$ cat src/rtl/inst_loader_pkg.sv
// Shared types and constants for the boot-time instruction loader.
// Holds the FSM state encoding and the header/checksum byte widths.
package inst_loader_pkg;

   localparam int BYTE_W = 8;
   localparam int HDR_W  = 16;
   localparam int CSUM_W = 8;

   typedef enum logic [2:0] {
      S_HDR_HI,
      S_HDR_LO,
      S_DATA,
      S_WRITE,
      S_CSUM,
      S_DONE,
      S_ERR
   } state_t;

endpackage

$ cat src/rtl/inst_loader_if.sv
// Loader bus: inbound byte stream (valid/ready) plus the instruction
// memory write port. slave = loader side, master = source/memory side.
interface inst_loader_if #(
   parameter int INST_LENGTH = 32,
   parameter int PC_LENGTH   = 32
);
   import inst_loader_pkg::*;

   logic [BYTE_W-1:0]      byteData;
   logic                   byteValid;
   logic                   byteReady;
   logic                   wrEn;
   logic [PC_LENGTH-1:0]   wrAddr;
   logic [INST_LENGTH-1:0] wrData;

   modport slave (
      input  byteData, byteValid,
      output byteReady, wrEn, wrAddr, wrData
   );

   modport master (
      output byteData, byteValid,
      input  byteReady, wrEn, wrAddr, wrData
   );

endinterface

$ cat src/rtl/inst_loader_byte_packer.sv
// Packs big-endian bytes into a word. Ports: i_en shifts i_byte in;
// o_word = word with i_byte as its low byte; o_last = i_byte completes it.
module inst_loader_byte_packer
   import inst_loader_pkg::*;
#(
   parameter int INST_LENGTH = 32
) (
   input  logic                   clk,
   input  logic                   rst,
   input  logic                   i_en,
   input  logic [BYTE_W-1:0]      i_byte,
   output logic [INST_LENGTH-1:0] o_word,
   output logic                   o_last
);

   logic [INST_LENGTH-1:0] r_shift;
   logic [1:0]             r_cnt;

   always_ff @(posedge clk or posedge rst) begin
      if (rst) begin
         r_shift <= '0;
         r_cnt   <= '0;
      end else if (i_en) begin
         r_shift <= o_word;
         r_cnt   <= r_cnt + 2'd1;
      end
   end

   assign o_word = {r_shift[INST_LENGTH-BYTE_W-1:0], i_byte};
   assign o_last = (r_cnt == 2'd3);

endmodule

$ cat src/rtl/inst_loader.sv
// Boot loader: header N, 4N data bytes, XOR checksum; writes words to
// imem via bus (slave), holds cpuRst until done; err on bad image.
module inst_loader
   import inst_loader_pkg::*;
#(
   parameter int INST_LENGTH = 32,
   parameter int PC_LENGTH   = 32,
   parameter int MAX_WORDS   = 1024
) (
   input  logic          clk,
   input  logic          rst,
   inst_loader_if.slave  bus,
   output logic          cpuRst,
   output logic          done,
   output logic          err
);

   localparam int IDX_W = $clog2(MAX_WORDS) + 1;

   state_t                 r_state;
   state_t                 w_next;
   logic [HDR_W-1:0]       r_n;
   logic [IDX_W-1:0]       r_wordIdx;
   logic [IDX_W-1:0]       w_idxInc;
   logic [CSUM_W-1:0]      r_csum;
   logic [PC_LENGTH-1:0]   r_wrAddr;
   logic [INST_LENGTH-1:0] r_wrData;
   logic [INST_LENGTH-1:0] w_word;
   logic [HDR_W-1:0]       w_hdrN;
   logic                   w_ready;
   logic                   w_wrEn;
   logic                   w_accept;
   logic                   w_last;

   assign w_accept = bus.byteValid & w_ready;
   assign w_hdrN   = {r_n[HDR_W-1:BYTE_W], bus.byteData};
   assign w_idxInc = r_wordIdx + IDX_W'(1);

   inst_loader_byte_packer #(
      .INST_LENGTH (INST_LENGTH)
   ) u_pack (
      .clk    (clk),
      .rst    (rst),
      .i_en   (w_accept && (r_state == S_DATA)),
      .i_byte (bus.byteData),
      .o_word (w_word),
      .o_last (w_last)
   );

   always_ff @(posedge clk or posedge rst) begin
      if (rst) r_state <= S_HDR_HI;
      else     r_state <= w_next;
   end

   always_comb begin
      w_next  = r_state;
      w_ready = 1'b0;
      w_wrEn  = 1'b0;
      unique case (r_state)
         S_HDR_HI: begin
            w_ready = 1'b1;
            if (bus.byteValid) w_next = S_HDR_LO;
         end
         S_HDR_LO: begin
            w_ready = 1'b1;
            if (bus.byteValid) begin
               if (w_hdrN == '0)
                  w_next = S_CSUM;
               else if ({16'b0, w_hdrN} > MAX_WORDS)
                  w_next = S_ERR;
               else
                  w_next = S_DATA;
            end
         end
         S_DATA: begin
            w_ready = 1'b1;
            if (bus.byteValid && w_last) w_next = S_WRITE;
         end
         S_WRITE: begin
            w_wrEn = 1'b1;
            if (HDR_W'(w_idxInc) == r_n) w_next = S_CSUM;
            else                         w_next = S_DATA;
         end
         S_CSUM: begin
            w_ready = 1'b1;
            if (bus.byteValid) begin
               if (bus.byteData == r_csum) w_next = S_DONE;
               else                        w_next = S_ERR;
            end
         end
         S_DONE, S_ERR: w_next = r_state;
         default: w_next = S_HDR_HI;
      endcase
   end

   // Write address/data are captured with the 4th byte so they are
   // stable during WRITE and hold afterwards.
   always_ff @(posedge clk or posedge rst) begin
      if (rst) begin
         r_n       <= '0;
         r_wordIdx <= '0;
         r_csum    <= '0;
         r_wrAddr  <= '0;
         r_wrData  <= '0;
      end else begin
         if (w_accept && (r_state != S_CSUM))
            r_csum <= r_csum ^ bus.byteData;
         if (w_accept && (r_state == S_HDR_HI))
            r_n[HDR_W-1:BYTE_W] <= bus.byteData;
         if (w_accept && (r_state == S_HDR_LO))
            r_n[BYTE_W-1:0] <= bus.byteData;
         if (w_accept && (r_state == S_DATA) && w_last) begin
            r_wrData <= w_word;
            r_wrAddr <= PC_LENGTH'({r_wordIdx, 2'b00});
         end
         if (r_state == S_WRITE)
            r_wordIdx <= w_idxInc;
      end
   end

   // Ready is forced low while reset is held.
   assign bus.byteReady = w_ready & ~rst;
   assign bus.wrEn      = w_wrEn;
   assign bus.wrAddr    = r_wrAddr;
   assign bus.wrData    = r_wrData;
   assign cpuRst        = (r_state != S_DONE);
   assign done          = (r_state == S_DONE);
   assign err           = (r_state == S_ERR);

endmodule

$ cat src/flat_wrapper.sv
// flat-port wrapper written by rule: the top's interface ports become plain ports
module inst_loader_flat import inst_loader_pkg::*;
#(
   parameter int INST_LENGTH = 32,
   parameter int PC_LENGTH   = 32,
   parameter int MAX_WORDS   = 1024
)
  (clk, rst, cpuRst, done, err, bus_byteData, bus_byteValid, bus_byteReady, bus_wrEn, bus_wrAddr, bus_wrData);
  inst_loader_if #(.INST_LENGTH(INST_LENGTH), .PC_LENGTH(PC_LENGTH)) bus_i ();
  input  logic clk;
  input  logic rst;
  output logic cpuRst;
  output logic done;
  output logic err;
  input wire logic [$bits(bus_i.byteData)-1:0] bus_byteData;
  input wire logic [$bits(bus_i.byteValid)-1:0] bus_byteValid;
  output wire logic [$bits(bus_i.byteReady)-1:0] bus_byteReady;
  output wire logic [$bits(bus_i.wrEn)-1:0] bus_wrEn;
  output wire logic [$bits(bus_i.wrAddr)-1:0] bus_wrAddr;
  output wire logic [$bits(bus_i.wrData)-1:0] bus_wrData;
  assign bus_i.byteData = bus_byteData;
  assign bus_i.byteValid = bus_byteValid;
  assign bus_byteReady = bus_i.byteReady;
  assign bus_wrEn = bus_i.wrEn;
  assign bus_wrAddr = bus_i.wrAddr;
  assign bus_wrData = bus_i.wrData;
  inst_loader #(.INST_LENGTH(INST_LENGTH), .PC_LENGTH(PC_LENGTH), .MAX_WORDS(MAX_WORDS)) u_core (.clk(clk), .rst(rst), .bus(bus_i), .cpuRst(cpuRst), .done(done), .err(err));
endmodule
$ cat config.mk
export PLATFORM = sky130hd
export DESIGN_NAME = inst_loader_flat
export DESIGN_NICKNAME = d
export VERILOG_FILES = /design/src/rtl/inst_loader_pkg.sv /design/src/rtl/inst_loader_if.sv /design/src/rtl/inst_loader_byte_packer.sv /design/src/rtl/inst_loader.sv /design/src/flat_wrapper.sv
export SDC_FILE = /design/constraint.sdc
export NUM_CORES = 1
export LEC_CHECK = 0
export ABC_AREA = 1
export CAP_MARGIN = 15
export CORE_ASPECT_RATIO = 0.7
export CORE_UTILIZATION = 33
export CTS_BUF_LIST = sky130_fd_sc_hd__clkbuf_4 sky130_fd_sc_hd__clkbuf_8
export DETAILED_ROUTE_END_ITERATION = 8
export GPL_TIMING_DRIVEN = 0
export SLEW_MARGIN = 10
export SYNTH_ARGS = -nofsm -noshare
export SYNTH_HDL_FRONTEND = slang
export SYNTH_SLANG_ARGS = --single-unit
$ cat constraint.sdc
create_clock -name clk -period 3 [get_ports clk]
set_input_delay 0.3 -clock clk [delete_from_list [all_inputs] [get_ports clk]]
set_output_delay 0.3 -clock clk [all_outputs]
set_load 0.01 [all_outputs]
# Word level (Yosys, flattened, before mapping)
# Cells that the tools add are included.
# word_totals
regBits	107
inputBits	11
output_inout_bits	69
elab_cells	54
# op_classes
n_addsub	2
order_cmp	1
eq_ne	15
n_mux	11
n_bitwise	5
reduce_logical	11
# ops
op	n
$mux W3	7
$pmux W3 S6	1
$eq A11 B16 Y1	1
$gt A16 B11 Y1 const B	1
$logic_not A16 Y1	1
$add A11 B1 Y11 const B	1
$eq A3 B3 Y1 const B	3
$eq A8 B8 Y1	1
$ne A2 B2 Y1 const B	4
$xor A8 B8 Y8	1
$eq A3 B2 Y1 const B	2
$logic_and A1 B1 Y1	6
$ne A3 B3 Y1 const B	2
$reduce_and A5 Y1	1
$reduce_or A4 Y1	1
$eq A3 B1 Y1 const B	1
$logic_not A3 Y1	1
$add A2 B1 Y2 const B	1
$and A1 B1 Y1	2
$eq A2 B2 Y1 const B	1
$mux W1	2
$mux W2	1
$not A1 Y1	2
$reduce_or A2 Y1	1

# Longest topological paths before layout
# Gate-level depths: netlist (run 1).
# depth
depth_word	6
mapped_depth	14
depth_no_buf	14

# Modules after synthesis
# Synthesis (run 1) repeated with hierarchy kept, for this count alone.
# unflattened
cells_unflattened	546
area_unflattened_um2	5044.8
# by_module_without_submodules
mod	n_inst	cells_each	area_each_um2	seq_area_each_um2
inst_loader	1	425	3932.5	2026.9
inst_loader_byte_packer	1	121	1112.3	650.6

# Worst setup path before layout (run 1)
# OpenSTA, ideal clock, no wires.
# synth_path
path_type	in2out
startpoint	input rst
endpoint	output bus_byteReady
t_arrival_ps	2909
t_required_ps	2700
slack_ps	-209
stages	3
n_path_buf	0
path_cell_list	inv_1 nand2_1 nor2_1
# synth_between
elab_chain_cells	2
# synth_rtl
element	line_no	source
from (decl)	flat_wrapper.sv:11	input logic rst;
$not A1 Y1	inst_loader.sv:122	assign bus.byteReady = w_ready & ~rst;
$and A1 B1 Y1	inst_loader.sv:122	
to (decl)	flat_wrapper.sv:17	output wire logic [$bits(bus_i.byteReady)-1:0] bus_byteReady;
# No other way between the ends.

# Final worst setup path (run 1)
# Same ends and word-level chain as after synthesis.

==> results.md, run 1 <==
| Result | Reported | Unit |
| --- | --- | --- |
| Status | completed | - |
| Global-route wire length before repair | 19600 | um |
| Count of unique library cells instantiated by Yosys | 30 | - |
| Number of rows in the core area | 36 | - |
| Final clock skew | 11.0 | ps |
| Maximum number of pins on one net before global-route repair | 39 | - |
| Hold bufs inserted after CTS | 0 | - |
| Async S/R FF share, synth | 1.00 | - |
| DIE HEIGHT | 103 | um |
| Count of antenna-violating nets left after detailed routing | 0 | - |
| Pin slew with the least headroom to its limit | 528 | ps |
| Sum of internal, switching and leakage power | 2.53 | mW |
| Worst r2r dst | u_core.r_state[1] | - |
| RSZ-0062 raised after global routing | no | - |
| Port bufs | 58 | - |
| Hold Crit Class | input pin to asynchronous set/reset pin | - |
| Fmax | 371 | MHz |
| Depth of the CTS H-tree | 3 | - |
| Number of clock sinks | 107 | - |
| Number of nets in the layout | 659 | - |
| Detailed placer's ending HPWL | 9080 | um |
| Starting DRT DRC Count | 170 | - |
| Number of flops mapped to enable cells by yosys | 0 | - |
| Wire per inst | 14.0 | um |
| Final worst path period need | 2690 | ps |
| Register bit count reported by yosys | 107 | - |
| Number of buffers created by CTS | 9 | - |
| Power density over the cells | 421 | nW/um^2 |
| Final weighted congestion in routability-driven placement | 0.848 | - |
| Type of origin of the critical path | input pin | - |
| Worst-case setup margin in the final layout | 306 | ps |
| Share of synthesized area occupied by flip-flops and latches | 0.554 | - |
| Mapped Avg Cell Area | 8.72 | um^2 |
| Main synth FF type | sky130_fd_sc_hd__dfrtp_1 | - |
| First drt pass iteration count | 5 | - |
| Final cell area excluding filler cells | 6000 | um^2 |
| Number of pins with negative max-slew slack in the final report | 0 | - |
| Worst hold-check slack | 275 | ps |
| Number of max-cap violations | 0 | - |
| Combined area of all synthesized cells | 4830 | um^2 |
| Final Routed Wirelength | 11800 | um |
| Clock tree from TritonCTS | done | - |
| Post-Layout Cell Count | 841 | - |
| Relative max-transition margin | 0.648 | - |
| Vias in the first global route | 3758 | - |
| X dimension of the die | 147 | um |
| Post_cts resized | 0 | - |
| Placeable Area | 14100 | um^2 |
| Buffers from clock root to sink, at most | 2 | - |
| Hold Violations, Final | 0 | - |
| Area share of the largest cell type after synthesis | 0.554 | - |
| Critical R2R Launch | u_core.r_wordIdx[0] | - |
| Die Outline Area | 15100 | um^2 |
| Part of the cycle the worst path needs | 0.898 | - |
| Number of filler instances in the final layout | 1377 | - |
| Antenna violations before repair | 0 | - |
| Top cells by area, synth | sky130_fd_sc_hd__dfrtp_1, sky130_fd_sc_hd__nand2_1, sky130_fd_sc_hd__o21ai_0 | - |
| Total DRC errors in the routed layout | 0 | - |
| Post-detailed-route via-to-cell ratio | 4.66 | - |
| Vias | 3921 | - |
| Category of the worst setup path capture point | output port | - |
| Maximum resistive drop on vdd | 0.225 | mV |
| Synth-to-Final Area Change | 24.3 | % |
| Cell types with the highest counts after synthesis | sky130_fd_sc_hd__nand2_1, sky130_fd_sc_hd__dfrtp_1, sky130_fd_sc_hd__o21ai_0 | - |
| Clock-pin slew on the worst setup and hold paths | 100 | ps |
| # Post-CTS Setup Buffers | 0 | - |
| Cell accounting for the most synthesized area | sky130_fd_sc_hd__dfrtp_1 | - |
| Number of antenna diodes | 0 | - |
| Worst-case setup slack after placement | 248 | ps |
| Top-level port count | 80 | - |
| Total of endpoints with negative setup slack in the final report | 0 | - |
| Fraction of layout instances using a drive strength above 1 | 0.112 | - |
| Synthesis Warnings | 0 | - |
| Arrival time worst endpoint | 2390 | ps |
| Worst skew pair latency | 380 | ps |
| Worst r2r path cells | 14 | - |
| Total cell area at the placement stage | 5800 | um^2 |
| Synthesized instance count | 554 | - |
| Critical path data required time | 2700 | ps |
| Static leakage | 2.81 | nW |
| Worst reg2reg setup slack | 1110 | ps |
| Placed Cells | 825 | - |
| Critical path peak fanout | 38 | - |
| Total global-route track usage | 0.168 | - |
| Grt total ovfl | 0 | - |
| Library cell with the highest instance count after synthesis | sky130_fd_sc_hd__nand2_1 | - |
| Crit Path Category | input pin to output port | - |
| Clock root buffer | sky130_fd_sc_hd__clkbuf_8 | - |
| Starting Density | 0.343 | - |
[logic make-up (layout without fill, tap and decap cells)]
family,Yosys count,in the layout,synth area share
fa+ha+maj,2,2,0.00518
xor+xnor,10,10,0.0181
compound gates,101,101,0.108
simple gates,229,229,0.202
buf+inv,96,173,0.0932
other cells,1,21,0.000776
mux,8,8,0.0186
flops,107,107,0.554
[final cells by class]
type / count / area (um^2) / area share
flip-flops and latches: 107 / 2680 / 0.446
multi-input cells: 371 / 1780 / 0.296
repair buffers: 61 / 648 / 0.108
well taps: 190 / 238 / 0.0396
plain buffers: 38 / 233 / 0.0388
inverters: 58 / 221 / 0.0369
clock buffers: 9 / 124 / 0.0206
clock inverters: 7 / 85.1 / 0.0142
[worst max-delay path by stage]
| stage | startpoint | endpoint | slack, ps |
|---|---|---|---|
| finish | rst | bus_byteReady | 310 |
| global route | rst | bus_byteReady | 80 |
| CTS | rst | bus_byteReady | 250 |
| detailed placement | rst | bus_byteReady | 250 |
| global placement | rst | bus_byteReady | -1060 |
| floorplan | rst | bus_byteReady | 570 |
[worst max-delay path: stages]
cell,delay [ps]
sky130_fd_sc_hd__clkdlybuf4s50_1,510
sky130_fd_sc_hd__clkinvlp_4,380
sky130_fd_sc_hd__buf_12,330
sky130_fd_sc_hd__buf_12,210
sky130_fd_sc_hd__nand2_1,90
sky130_fd_sc_hd__nor2_1,50
sky130_fd_sc_hd__clkdlybuf4s50_1,490
[per-layer routing]
| metal | global-route usage | wire length [um] | vias up |
|---|---|---|---|
| met2 | 0.244 | 4960 | 95 |
| met3 | 0.0373 | 575 | 12 |
| met5 | 0 | 0 | - |
| met4 | 0.0505 | 169 | 0 |
| li1 | - | - | 1909 |
| met1 | 0.251 | 6050 | 1905 |
[sequential cells by signal (all words and copies together), names as in the netlist]
register / count
u_core.r_n: 16
u_core.r_wordIdx: 11
u_core.r_csum: 8
u_core.u_pack.r_shift: 24
u_core.r_state: 3
u_core.u_pack.r_cnt: 2
u_core.bus.wrData: 32
u_core.bus.wrAddr: 11
[through the flow]
stage | TNS, ps | utilization
after floorplan | 0 | -
after global placement | -1060 | 0.406
after detailed placement | 0 | 0.411
after CTS | 0 | 0.426
after global routing | 0 | 0.426
final | 0 | 0.426
[placed cells by master (no fill, tap or decap), drive strengths merged, types with 2 or more instances in the layout]
master	count
nand2	167
dfrtp	107
o21ai	94
inv	59
clkdlybuf4s50	58
buf	31
nor2	28
conb	21
clkbuf	19
nand3	17
xor2	10
mux2	8
nand3b	6
nand4	6
nor3	3
a21oi	3
clkinv	3
nor4	2
clkinvlp	2
ha	2
[power breakdown]
| group | total [mW] | leakage, nW | switching, mW | internal [mW] |
|---|---|---|---|---|
| sequential | 1.47 | 1.42 | 0.00703 | 1.46 |
| combinational | 0.132 | 1.29 | 0.0823 | 0.0501 |
| clock | 0.929 | 0.103 | 0.529 | 0.401 |
Note: power is estimated with default switching activity, not from simulation.
==> inputs of run 2 (changes only) <==
Settings changed: CORE_UTILIZATION 33 to 40, DONT_BUFFER_PORTS from default to 1.
==> results.md, run 2 (synthesis gave the netlist of run 1 again) <==
| Result | Reported | Unit | vs previous |
| --- | --- | --- | --- |
| Commonest non-fill, non-tap cells in the layout | sky130_fd_sc_hd__nand2_1, sky130_fd_sc_hd__dfrtp_1, sky130_fd_sc_hd__o21ai_0 | - | unchanged |
| Worst skew pair latency | 370 | ps | was 380 ps |
| Post_cts resized | 0 | - | unchanged |
| Most common library cell in the layout ignoring fill and taps | sky130_fd_sc_hd__nand2_1 | - | unchanged |
| Hold bufs inserted after CTS | 1 | - | was 0 |
| Pin slew with the least headroom to its limit | 551 | ps | was 528 ps |
| Synth-to-Final Area Change | 11.5 | % | was 24.3% |
| Number of filler instances in the final layout | 1134 | - | was 1377 |
| Number of nets in the layout | 602 | - | was 659 |
| Total cell area at the placement stage | 5170 | um^2 | was 5800 um^2 |
| Arrival time worst endpoint | 2150 | ps | was 2390 ps |
| Final clock skew | 9.21 | ps | was 11.0 ps |
| Relative max-transition margin | 0.633 | - | was 0.648 |
| Number of clock sinks | 107 | - | unchanged |
| Final weighted congestion in routability-driven placement | 0.842 | - | was 0.848 |
| Vias | 3669 | - | was 3921 |
| Category of the worst setup path capture point | register | - | was output port |
| X dimension of the die | 133 | um | was 147 um |
| Power density over the cells | 466 | nW/um^2 | was 421 nW/um^2 |
| Top-level port count | 80 | - | unchanged |
| # Post-CTS Setup Buffers | 0 | - | unchanged |
| Worst-case setup margin in the final layout | 1100 | ps | was 306 ps |
| Final worst path period need | 1900 | ps | was 2690 ps |
| Number of rows in the core area | 33 | - | was 36 |
| Crit Path Category | register to register | - | was input pin to output port |
| Hold Crit Class | input pin to register | - | was input pin to asynchronous set/reset pin |
| Number of pins with negative max-slew slack in the final report | 0 | - | unchanged |
| Total DRC errors in the routed layout | 2 | - | was 0 |
| Antenna violations before repair | 0 | - | unchanged |
| Depth of the worst hold-timing path | 2 | - |  |
| Grt total ovfl | 0 | - | unchanged |
| Wire per inst | 14.7 | um | was 14.0 um |
| Total global-route track usage | 0.194 | - | was 0.168 |
| Static leakage | 2.61 | nW | was 2.81 nW |
| Hold Violations, Final | 0 | - | unchanged |
| RSZ-0062 raised after global routing | no | - | unchanged |
| Worst reg2reg setup slack | 1100 | ps | was 1110 ps |
| Buffers from clock root to sink, at most | 2 | - | unchanged |
| Critical R2R Launch | u_core.r_state[0] | - | was u_core.r_wordIdx[0] |
| Placeable Area | 11700 | um^2 | was 14100 um^2 |
| Worst hold path startpoint | bus_byteData[3] | - |  |
| Post-Layout Cell Count | 751 | - | was 841 |
| Clock root buffer | sky130_fd_sc_hd__clkbuf_8 | - | unchanged |
| Flip-flop count of the largest register, all copies and words added | 32 | - | unchanged |
| Post-detailed-route via-to-cell ratio | 4.89 | - | was 4.66 |
| Number of max-cap violations | 0 | - | unchanged |
| Worst r2r path cells | 7 | - | was 14 |
| Global-route wire length before repair | 18500 | um | was 19600 um |
| Final cell area excluding filler cells | 5390 | um^2 | was 6000 um^2 |
| Port bufs | 0 | - | was 58 |
| Maximum number of pins on one net before global-route repair | 39 | - | unchanged |
| Fmax | 526 | MHz | was 371 MHz |
| Critical path data required time | 3250 | ps | was 2700 ps |
| Depth of the CTS H-tree | 3 | - | unchanged |
| Maximum resistive drop on vdd | 0.263 | mV | was 0.225 mV |
| Fraction of layout instances using a drive strength above 1 | 0.123 | - | was 0.112 |
| Die Outline Area | 12500 | um^2 | was 15100 um^2 |
| Detailed placer's ending HPWL | 8420 | um | was 9080 um |
| Starting Density | 0.412 | - | was 0.343 |
| Endpoint of the worst hold-timing path | u_core.u_pack.r_shift[3] | - |  |
| Clock tree from TritonCTS | done | - | unchanged |
| Vias in the first global route | 3527 | - | was 3758 |
| Total of endpoints with negative setup slack in the final report | 0 | - | unchanged |
| Status | complete, but fails checks | - | was completed |
| Part of the cycle the worst path needs | 0.634 | - | was 0.898 |
| Violated checks | DRC | - |  |
| Count of antenna-violating nets left after detailed routing | 0 | - | unchanged |
| Worst-case setup slack after placement | 1120 | ps | was 248 ps |
| Number of antenna diodes | 0 | - | unchanged |
| Placed Cells | 734 | - | was 825 |
| Layout Utilization | 0.459 | - | was 0.426 |
| Number of buffers created by CTS | 9 | - | unchanged |
| Critical path peak fanout | 10 | - | was 38 |
| First drt pass iteration count | 9 | - | was 5 |
| Final Routed Wirelength | 11000 | um | was 11800 um |
| Worst r2r dst | u_core.u_pack.r_shift[12] | - | was u_core.r_state[1] |
| Type of origin of the critical path | register | - | was input pin |
| Clock-pin slew on the worst setup and hold paths | 100 | ps | about the same |
| Starting DRT DRC Count | 275 | - | was 170 |
| DIE HEIGHT | 93.9 | um | was 103 um |
[run 2: cell count changes in the layout (fill, tap and decap cells not counted), sizes merged]
| cell | previous run | this run |
|---|---|---|
| dlygate4sd3 | 0 | 1 |
| clkdlybuf4s50 | 58 | 0 |
| clkbuf | 19 | 20 |
| inv | 59 | 58 |
[run 2: metrics by stage]
| step | TNS (ps) | hold slack [ps] | total power, mW |
|---|---|---|---|
| after floorplan | 0 | 421 | 1.57 |
| after global placement | -36.6 | 426 | 1.59 |
| after detailed placement | 0 | 225 | 1.60 |
| after CTS | 0 | 31.5 | 2.53 |
| after global routing | 0 | 28.7 | 2.61 |
| final | 0 | 51.4 | 2.51 |
[run 2: report_power, final]
part | switching [mW] | total [mW] | leakage [nW] | internal, mW
registers | 0.00660 | 1.47 | 1.42 | 1.46
logic | 0.0710 | 0.110 | 1.08 | 0.0388
clock network | 0.514 | 0.932 | 0.105 | 0.418
total | 0.592 | 2.51 | 2.61 | 1.92
[run 2: per-layer routing]
layer | part of all wire | wire length (um) | GRT usage
met5 | 0 | 0 | 0
met4 | 0.0076 | 84 | 0.0492
met3 | 0.067 | 739 | 0.0647
met2 | 0.41 | 4520 | 0.280
met1 | 0.51 | 5670 | 0.278
[run 2: how the worst max path moves through the flow]
stage	slack (ps)	endpoint	startpoint	cells after the start
2_1_floorplan	570	bus_byteReady	rst	3
3_3_place_gp	-40	bus_byteReady	rst	3
3_5_place_dp	1120	u_core.r_state[1]	u_core.r_wordIdx[0]	13
4_1_cts	1060	bus_byteReady	rst	4
5_1_grt	900	u_core.r_state[1]	u_core.r_wordIdx[0]	12
6_report	1100	u_core.u_pack.r_shift[12]	u_core.r_state[0]	7
[run 2: critical path, cell delays in order (launching register included)]
cell	delay (ps)
sky130_fd_sc_hd__dfrtp_1	450
sky130_fd_sc_hd__nor2_1	160
sky130_fd_sc_hd__nand2_1	130
sky130_fd_sc_hd__nor2_2	380
sky130_fd_sc_hd__inv_2	180
sky130_fd_sc_hd__clkbuf_1	300
sky130_fd_sc_hd__nand2_1	110
sky130_fd_sc_hd__o21ai_1	60
[run 2: area by class of cell]
type                            instances  area [um^2]  area share
Timing Repair Buffer                    4         70.1      0.0130
Clock inverter                          6         71.3      0.0132
Clock buffer                           10          138      0.0256
Inverter                               58          221      0.0411
Sequential cell                       107         2680       0.497
Buffer                                 38          233      0.0432
Tap cell                              157          196      0.0365
Multi-Input combinational cell        371         1780       0.330
==> inputs of run 3 (changes only) <==
Clock period 3 ns to 1.7 ns, I/O delays scaled along.
==> results.md, run 3 (synthesis gave the netlist of run 1 again) <==
| Result | Reported | Unit | vs previous |
| --- | --- | --- | --- |
| Grt total ovfl | 0 | - | unchanged |
| Antenna violations before repair | 0 | - | unchanged |
| Number of filler instances in the final layout | 1118 | - | was 1134 |
| Total cell area at the placement stage | 5150 | um^2 | was 5170 um^2 |
| Wire per inst | 14.8 | um | was 14.7 um |
| Hold Violations, Final | 0 | - | unchanged |
| Maximum resistive drop on vdd | 0.378 | mV | was 0.263 mV |
| Status | complete, but fails checks | - | unchanged |
| Total global-route track usage | 0.198 | - | was 0.194 |
| Total DRC errors in the routed layout | 2 | - | unchanged |
| Die Outline Area | 12500 | um^2 | unchanged |
| Starting Density | 0.412 | - | unchanged |
| Worst-path cell with the longest stage delay | sky130_fd_sc_hd__dfrtp_2 | - | was sky130_fd_sc_hd__dfrtp_1 |
| Placeable Area | 11700 | um^2 | unchanged |
| Worst skew pair latency | 370 | ps | about the same |
| Fraction of layout instances using a drive strength above 1 | 0.147 | - | was 0.123 |
| Worst hold-check slack | 11.1 | ps | was 51.4 ps |
| Number of buffers created by CTS | 9 | - | unchanged |
| Vias | 3642 | - | was 3669 |
| Number of clock sinks | 107 | - | unchanged |
| Clock tree from TritonCTS | done | - | unchanged |
| Number of antenna diodes | 0 | - | unchanged |
| Final TNS setup | -385 | ps | was 0 ps |
| First drt pass iteration count | 6 | - | was 9 |
| Clock-pin slew on the worst setup and hold paths | 110 | ps | was 100 ps |
| Buffers from clock root to sink, at most | 2 | - | unchanged |
| DIE HEIGHT | 93.9 | um | unchanged |
| Violated checks | DRC, setup timing | - | was DRC |
| Most common library cell in the layout ignoring fill and taps | sky130_fd_sc_hd__nand2_1 | - | unchanged |
| Cell-by-cell listing of the critical path | ha_4 -> inv_4 -> nand2_2 -> nand2_1 -> nor2_1 -> nand2_1 -> nor2_1 -> nand4_1 -> nor2_2 -> nand3_1 -> nand2_1 -> nand2_1 -> nand2_1 -> nand2_1 | - | was nor2_1 -> nand2_1 -> nor2_2 -> inv_2 -> clkbuf_1 -> nand2_1 -> o21ai_1 |
| Power density over the cells | 785 | nW/um^2 | was 466 nW/um^2 |
| Vias in the first global route | 3461 | - | was 3527 |
| Number of pins with negative max-slew slack in the final report | 0 | - | unchanged |
| Peak per-stage delay on the critical path | 440 | ps | was 450 ps |
| X dimension of the die | 133 | um | unchanged |
| Global-route wire length before repair | 18800 | um | was 18500 um |
| Port bufs | 0 | - | unchanged |
| Static leakage | 2.69 | nW | was 2.61 nW |
| Commonest non-fill, non-tap cells in the layout | sky130_fd_sc_hd__nand2_1, sky130_fd_sc_hd__dfrtp_1, sky130_fd_sc_hd__o21ai_0 | - | unchanged |
| Crit Path Category | register to register | - | unchanged |
| Top-level port count | 80 | - | unchanged |
| Clock root buffer | sky130_fd_sc_hd__clkbuf_8 | - | unchanged |
| Number of max-cap violations | 0 | - | unchanged |
| Final clock skew | 17.3 | ps | was 9.21 ps |
| Detailed placer's ending HPWL | 8390 | um | was 8420 um |
| Critical path peak fanout | 3 | - | was 10 |
| Final worst path period need | 1790 | ps | was 1900 ps |
| Synth-to-Final Area Change | 14.5 | % | was 11.5% |
| Post-detailed-route via-to-cell ratio | 4.77 | - | was 4.89 |
| Worst-case setup margin in the final layout | -94.9 | ps | was 1100 ps |
| Depth of the CTS H-tree | 3 | - | unchanged |
| Fmax | 557 | MHz | was 526 MHz |
| Number of rows in the core area | 33 | - | unchanged |
| Type of origin of the critical path | register | - | unchanged |
| Most common cell on crit path | sky130_fd_sc_hd__nand2_1 | - | unchanged |
| Worst r2r path cells | 14 | - | was 7 |
| Area taken by multi-input logic gates | 1810 | um^2 | was 1780 um^2 |
| Critical path data required time | 1960 | ps | was 3250 ps |
| Count of antenna-violating nets left after detailed routing | 0 | - | unchanged |
| Maximum number of pins on one net before global-route repair | 39 | - | unchanged |
| Final weighted congestion in routability-driven placement | 0.819 | - | was 0.842 |
| Part of the cycle the worst path needs | 1.06 | - | was 0.634 |
| Starting DRT DRC Count | 225 | - | was 275 |
| Depth of the worst hold-timing path | 2 | - | unchanged |
| RSZ-0062 raised after global routing | yes | - | was no |
| Hold Crit Class | input pin to register | - | unchanged |
| Final Routed Wirelength | 11300 | um | was 11000 um |
| Reg area | 2680 | um^2 | about the same |
| Final cell area excluding filler cells | 5530 | um^2 | was 5390 um^2 |
| Total of endpoints with negative setup slack in the final report | 21 | - | was 0 |
| Arrival time worst endpoint | 2050 | ps | was 2150 ps |
| Number of nets in the layout | 615 | - | was 602 |
| Flip-flop count of the largest register, all copies and words added | 32 | - | unchanged |
| Category of the worst setup path capture point | register | - | unchanged |
==> run 3: changes by cell type in the layout (fill, tap and decap cells not counted), moves of 2 or more <==
cell                            delta
sky130_fd_sc_hd__dlygate4sd3_1     +9
sky130_fd_sc_hd__clkbuf_1          -7
sky130_fd_sc_hd__buf_4             +5
sky130_fd_sc_hd__clkbuf_2          +5
sky130_fd_sc_hd__clkbuf_4          +4
sky130_fd_sc_hd__nand2_1           -2
sky130_fd_sc_hd__nand2_2           +2
sky130_fd_sc_hd__nor2_2            -2
sky130_fd_sc_hd__nor2_4            +2
==> run 3: what timing repair did <==
action | CTS | global route
hold buffers | 10 | 1
buffers inserted | 5 | 0
pin swaps | 3 | 4
resized for setup | 6 | 16
setup endpoints to repair | 57 | 82
endpoints found under the hold margin | 44 | 1
==> run 3: power by group <==
part	switching [mW]	internal [mW]	total [mW]
Sequential	0.0118	2.58	2.59
Clock	0.867	0.674	1.54
Combinational	0.133	0.0823	0.215
==> run 3: final timing paths <==
path | slack (ps) | startpoint | endpoint
max in group asynchronous | 830 | rst | u_core.r_wordIdx[0]
worst max register to register | -90 | u_core.r_wordIdx[0] | u_core.r_state[1]
worst min register to register | 490 | u_core.u_pack.r_cnt[1] | u_core.u_pack.r_cnt[1]
worst min-delay path | 10 | bus_byteData[6] | u_core.r_n[6]
min in group asynchronous | 380 | rst | u_core.r_csum[6]
worst max-delay path | -90 | u_core.r_wordIdx[0] | u_core.r_state[1]
==> run 3: layer usage <==
layer	GRT usage	share of wire	vias to the layer above	wire length, um
li1	-	-	1830	-
met1	0.299	0.50	1716	5660
met4	0.0388	0.0019	0	21
met3	0.0674	0.072	2	819
met2	0.271	0.42	94	4800
met5	0	0	-	0
==> run 3: critical path: cells and delay by family (launching register included) <==
family | cells | cell delay, ps
simple gates | 12 | 920
flops | 1 | 440
fa+ha+maj | 1 | 280
buf+inv | 1 | 30
==> run 3: final cells by class <==
cell class / instances / area share
Clock inverter: 2 / 0.00317
Sequential cell: 107 / 0.484
Buffer: 37 / 0.0432
Timing Repair Buffer: 18 / 0.0357
Tap cell: 157 / 0.0355
Clock buffer: 14 / 0.0314
Inverter: 58 / 0.0405
Multi-Input combinational cell: 371 / 0.326
==> run 3: per-stage QoR <==
stage	util	power, mW	instances	worst slack [ps]
2_1_floorplan	-	2.78	574	-421
3_3_place_gp	0.435	2.81	731	-1030
3_5_place_dp	0.439	2.83	733	-193
4_1_cts	0.470	4.38	764	-117
5_1_grt	0.472	4.53	764	-258
6_report	0.472	4.34	764	-94.9
